### src/rtl/iob_reset_seq.sv
// Parametrised reset sequencer: synchronises and debounces N_READY readiness
// flags, releases N_OUT staged resets in index order, and issues a retry pulse
// with a saturating retry count when the readiness inputs time out.
module iob_reset_seq #(
    parameter int N_READY      = 2,
    parameter int N_OUT        = 3,
    parameter int SYNC_STAGES  = 2,
    parameter int HOLD_CYCLES  = 16,
    parameter int STAGE_DELAY  = 4,
    parameter int TIMEOUT      = 1024,
    parameter int RETRY_CYCLES = 8
) (
    input  logic               clk,
    input  logic               rst,
    input  logic [N_READY-1:0] ready_i,
    output logic [N_OUT-1:0]   rst_o,
    output logic               retry_o,
    output logic               timeout_o,
    output logic [7:0]         retry_cnt_o,
    output logic               run_o
);

    localparam int REL_SPAN = STAGE_DELAY * N_OUT;
    localparam int MAX_A    = (TIMEOUT > HOLD_CYCLES) ? TIMEOUT : HOLD_CYCLES;
    localparam int MAX_B    = (REL_SPAN > RETRY_CYCLES) ? REL_SPAN : RETRY_CYCLES;
    localparam int MAX_ALL  = (MAX_A > MAX_B) ? MAX_A : MAX_B;
    localparam int CNT_W    = $clog2(MAX_ALL) + 1;

    typedef enum logic [2:0] {
        S_WAIT_READY,
        S_HOLD,
        S_RELEASE,
        S_RUN,
        S_RETRY
    } state_t;

    state_t                                state_q, state_d;
    logic [CNT_W-1:0]                      cnt_q, cnt_d;
    logic [SYNC_STAGES-1:0][N_READY-1:0]   sync_q, sync_d;
    logic [N_OUT-1:0]                      rst_out_q, rst_out_d;
    logic                                  retry_q, retry_d;
    logic                                  timeout_q, timeout_d;
    logic [7:0]                            retry_cnt_q, retry_cnt_d;
    logic                                  run_q, run_d;
    logic                                  all_rdy;

    assign all_rdy     = &sync_q[SYNC_STAGES-1];
    assign rst_o       = rst_out_q;
    assign retry_o     = retry_q;
    assign timeout_o   = timeout_q;
    assign retry_cnt_o = retry_cnt_q;
    assign run_o       = run_q;

    // Shift each readiness flag through its synchroniser chain.
    always_comb begin
        sync_d    = sync_q;
        sync_d[0] = ready_i;
        for (int unsigned s = 1; s < SYNC_STAGES; s++) begin
            sync_d[s] = sync_q[s-1];
        end
    end

    // Sequencer next-state, shared counter and registered output values.
    always_comb begin
        state_d     = state_q;
        cnt_d       = cnt_q;
        rst_out_d   = rst_out_q;
        retry_d     = retry_q;
        timeout_d   = timeout_q;
        retry_cnt_d = retry_cnt_q;
        run_d       = run_q;

        case (state_q)
            S_WAIT_READY: begin
                cnt_d     = cnt_q + 1'b1;
                rst_out_d = '1;
                run_d     = 1'b0;
                retry_d   = 1'b0;
                if (all_rdy) begin
                    state_d = S_HOLD;
                    cnt_d   = '0;
                end else if (cnt_q == CNT_W'(TIMEOUT - 1)) begin
                    state_d   = S_RETRY;
                    cnt_d     = '0;
                    retry_d   = 1'b1;
                    timeout_d = 1'b1;
                    if (retry_cnt_q != 8'hFF) begin
                        retry_cnt_d = retry_cnt_q + 8'd1;
                    end
                end
            end

            S_HOLD: begin
                if (!all_rdy) begin
                    state_d = S_WAIT_READY;
                    cnt_d   = '0;
                end else if (cnt_q == CNT_W'(HOLD_CYCLES - 1)) begin
                    cnt_d        = '0;
                    rst_out_d[0] = 1'b0;
                    if (N_OUT == 1) begin
                        state_d = S_RUN;
                        run_d   = 1'b1;
                    end else begin
                        state_d = S_RELEASE;
                    end
                end else begin
                    cnt_d = cnt_q + 1'b1;
                end
            end

            S_RELEASE: begin
                if (!all_rdy) begin
                    state_d   = S_WAIT_READY;
                    cnt_d     = '0;
                    rst_out_d = '1;
                end else begin
                    cnt_d = cnt_q + 1'b1;
                    for (int unsigned k = 1; k < N_OUT; k++) begin
                        if (cnt_q == CNT_W'(STAGE_DELAY * k - 1)) begin
                            rst_out_d[k] = 1'b0;
                            if (k == N_OUT - 1) begin
                                state_d = S_RUN;
                                run_d   = 1'b1;
                            end
                        end
                    end
                end
            end

            S_RUN: begin
                if (!all_rdy) begin
                    state_d   = S_WAIT_READY;
                    cnt_d     = '0;
                    rst_out_d = '1;
                    run_d     = 1'b0;
                end
            end

            S_RETRY: begin
                if (cnt_q == CNT_W'(RETRY_CYCLES - 1)) begin
                    state_d = S_WAIT_READY;
                    cnt_d   = '0;
                    retry_d = 1'b0;
                end else begin
                    cnt_d = cnt_q + 1'b1;
                end
            end

            default: begin
                state_d   = S_WAIT_READY;
                cnt_d     = '0;
                rst_out_d = '1;
                run_d     = 1'b0;
                retry_d   = 1'b0;
            end
        endcase
    end

    // State, counter, synchronisers and outputs with asynchronous reset.
    always_ff @(posedge clk or posedge rst) begin
        if (rst) begin
            state_q     <= S_WAIT_READY;
            cnt_q       <= '0;
            sync_q      <= '0;
            rst_out_q   <= '1;
            retry_q     <= 1'b0;
            timeout_q   <= 1'b0;
            retry_cnt_q <= '0;
            run_q       <= 1'b0;
        end else begin
            state_q     <= state_d;
            cnt_q       <= cnt_d;
            sync_q      <= sync_d;
            rst_out_q   <= rst_out_d;
            retry_q     <= retry_d;
            timeout_q   <= timeout_d;
            retry_cnt_q <= retry_cnt_d;
            run_q       <= run_d;
        end
    end

endmodule

### config.mk
export PLATFORM = sky130hd
export DESIGN_NAME = iob_reset_seq
export DESIGN_NICKNAME = d
export VERILOG_FILES = /design/src/rtl/iob_reset_seq.sv
export SDC_FILE = /design/constraint.sdc
export NUM_CORES = 1
export LEC_CHECK = 0
export ABC_AREA = 1
export CORE_MARGIN = 2
export CORE_UTILIZATION = 30
export CTS_CLUSTER_DIAMETER = 100
export CTS_CLUSTER_SIZE = 20
export DETAILED_ROUTE_END_ITERATION = 16
export MAX_ROUTING_LAYER = met4
export REMOVE_ABC_BUFFERS = 1
export SKIP_LAST_GASP = 1
export SLEW_MARGIN = 15
export SYNTH_ARGS = -nofsm -noshare
export SYNTH_HDL_FRONTEND = slang
export SYNTH_SLANG_ARGS = --single-unit
### constraint.sdc
create_clock -name clk -period 2.99 [get_ports clk]
set_input_delay 0.598 -clock clk [delete_from_list [all_inputs] [get_ports clk]]
set_output_delay 0.598 -clock clk [all_outputs]
set_load 0.1 [all_outputs]
==> metrics.md <==
| Metric | Value |
|---|---|
| IO Port Bufs | 17 |
| CTS tree | done |
| Synth top area cells | dfrtp_1, nand2_1, nor2_1, nand3_1, dfstp_2 |
| DR iter-0 viols | 70 |
| Die height | 79.8 um |
| Antenna Cells | 0 |
| Vias | 1422 |
| FF+latch area | 805 um2 |
| CP endpoint kind | flop |
| Mean Syn Cell Area | 7.87 um2 |
| DP Wirelength | 2560 um |
| Top-area cell type share of the netlist area | 0.421 |
| Inst Count DP | 309 |
| Final hold viol count | 0 |
| Pwr Total | 1.43 mW |
| DRC errors left | 0 |
| CP peak stage delay | 0.40 ns |
| Fill cell total of the finished layout | 614 |
| Fin crit share | 0.597 |
| Dpl cell area | 1960 um2 |
| CP max FO | 9 |
| Clk slew on worst S/H paths | 0.07 ns |
| Die W | 79.8 um |
| Design Area, Final | 2070 um2 |
| CTS resizes | 0 |
| Largest net degree at the start of global routing | 33 |
| Flops & latches, synth | 32 |
| Crit Path Category | reg -> reg |
| Clock sinks | 32 |
| Final worst slack | 1.20 ns |
| Synth area leader | dfrtp_1 |
| Starting density of the core | 0.311 |
| All-Layer GR Usage | 0.126 |
| Final ANT Viol Nets | 0 |
| Post-layout util | 0.373 |
| Critical Path Slowest Stage Cell | dfrtp_1 |
| Nets | 250 |
| Area Growth Syn to Fin | 20.0% |
| IO Pins | 18 |
| Slew Viols, Final | 0 |
| RSZ-0062 raised after global routing | false |
| Vias per inst | 4.49 |
| Final Instance Count excl. Fillers | 317 |
| Worst Tran Pin Value | 0.401 ns |
| Peak supply drop | 0.498 mV |
| Yosys warnings | 0 |
| Multi-input logic area | 833 um2 |
| Die area | 6370 um2 |
| CTS buffer count | 5 |
| Vias in the first global route | 1347 |
| Post-Syn Instances | 219 |
| Status | complete, no violations |
| Pwr Density | 693 nW/um2 |
| Worst-Skew Late Latency | 0.28 ns |
| Critical path arrival | 1.95 ns |
| Min Hold Slack | 0.349 ns |
| Post-synthesis sequential area ratio | 0.467 |
| WL/cell | 10.9 um |
| Share of cells above drive strength 1 | 0.155 |
| Final wirelength | 3470 um |
| Leakage | 0.993 nW |
| Final Skew | 0.00754 ns |
| Hold Buf Count CTS | 0 |
| Mapped Area | 1720 um2 |
| Clock tree root buffer cell | clkbuf_8 |
| Crit-path cells | ha_1 -> nand2_2 -> nor2_4 -> nand3_4 -> nor3_4 -> nand2_4 -> xor2_1 |
| First-pass GRT wire length | 6010 um |
| Max Cap Viol | 0 |
| H-tree Lvls | 2 |
| Final TNS setup | 0 ns |
| Final setup vio count | 0 |
| Max transition margin | 0.733 |
| Final worst path period need | 1.79 ns |
| DP Worst Slack | 1.23 ns |
| Antenna violations before repair | 0 |
| Startpoint type of the worst setup path | flop |
| Postcts setup bufs | 0 |
| Clk buf depth | 2 |
| DR pass1 iterations | 4 |
| Global route overflow | 0 |
| Hold/Removal Path Class | reg -> reg |
| Post-synth cell types | 24 |
| Row count | 27 |
| Core area | 5540 um2 |
| GP Congestion | 0.836 |
| Maximum clock frequency | 0.560 GHz |
| Worst Path Required | 3.16 ns |
-- layer usage --
layer  wire [um]  share of wire  global-route usage
met4          84          0.024              0.0712
met2        1610           0.46               0.201
met3         120          0.035              0.0283
met1        1650           0.48               0.147
met5           0              0                   -
-- cell type report --
| class | instances | share of cell area |
|---|---|---|
| Sequential cell | 32 | 0.389 |
| Clock buffer | 5 | 0.0333 |
| Timing Repair Buffer | 19 | 0.0726 |
| Inverter | 21 | 0.0381 |
| Multi-Input combinational cell | 165 | 0.403 |
| Clock inverter | 3 | 0.0206 |
| Tap cell | 72 | 0.0436 |
-- final timing paths --
path,startpoint,slack (ns),depth (start not counted),endpoint
setup reg to reg,cnt_q[0],1.20,7,retry_cnt_o[0]
min in group asynchronous,rst,0.69,3,sync_q[2]
max in group asynchronous,rst,1.98,3,rst_o[1]
hold / removal,sync_d[3],0.35,0,sync_q[3]
setup / recovery,cnt_q[0],1.20,7,retry_cnt_o[0]
hold reg to reg,sync_d[3],0.35,0,sync_q[3]
-- Yosys cell counts --
cell type  count
a21oi_1        1
buf_4          1
dfrtp_1       29
dfstp_2        3
ha_1           2
inv_1         20
inv_2          1
nand2_1       67
nand2_2        1
nand2_4        1
nand3_1       21
nand3_4        1
nand4_1        6
nor2_1        31
nor2_2         1
nor2_4         3
nor3_1         6
nor3_4         1
o21ai_0        7
o21ai_2        1
o31ai_1        1
or2_2          1
xnor2_1        5
xor2_1         8
-- flip-flops by register name, indices dropped and copies added, names as in the netlist --
register and count:
sync_d 2, retry_o 1, timeout_o 1, sync_q 2, cnt_q 11, run_o 1
rst_o 3, retry_cnt_o 8, state_q 3
-- critical path, delay by kind of cell, from the launching register on --
family        cells  cell delay [ns]
simple gates      5             0.85
flops             1             0.40
xor+xnor          1             0.17
fa+ha+maj         1             0.25
-- cells by family (layout without fill, tap and decap cells) --
family,after synthesis,count (layout),share of synthesized area
AND/OR/NAND/NOR,140,140,0.370
flip-flops,32,32,0.467
buffers and inverters,22,48,0.0501
XOR/XNOR,13,13,0.0660
AO/OA/AOI/OAI,10,10,0.0327
adder cells (fa/ha/maj),2,2,0.0145
-- power by group --
group	internal [mW]	switching (mW)	total, mW
clock	0.246	0.164	0.410
sequential	0.493	0.0447	0.537
combinational	0.131	0.354	0.485
-- cells in the final DEF (no fill, tap or decap), drive strengths merged --
cell type / instances
nand2: 69
clkinvlp: 1
xor2: 8
nand3: 22
buf: 16
bufinv: 1
inv: 21
dfstp: 3
a21oi: 1
or2: 1
ha: 2
nor2: 35
xnor2: 5
o21ai: 8
clkdlybuf4s50: 3
nand4: 6
clkbuf: 5
clkinv: 1
o31ai: 1
nor3: 7
dfrtp: 29
Note: power is estimated with default switching activity, not from simulation.
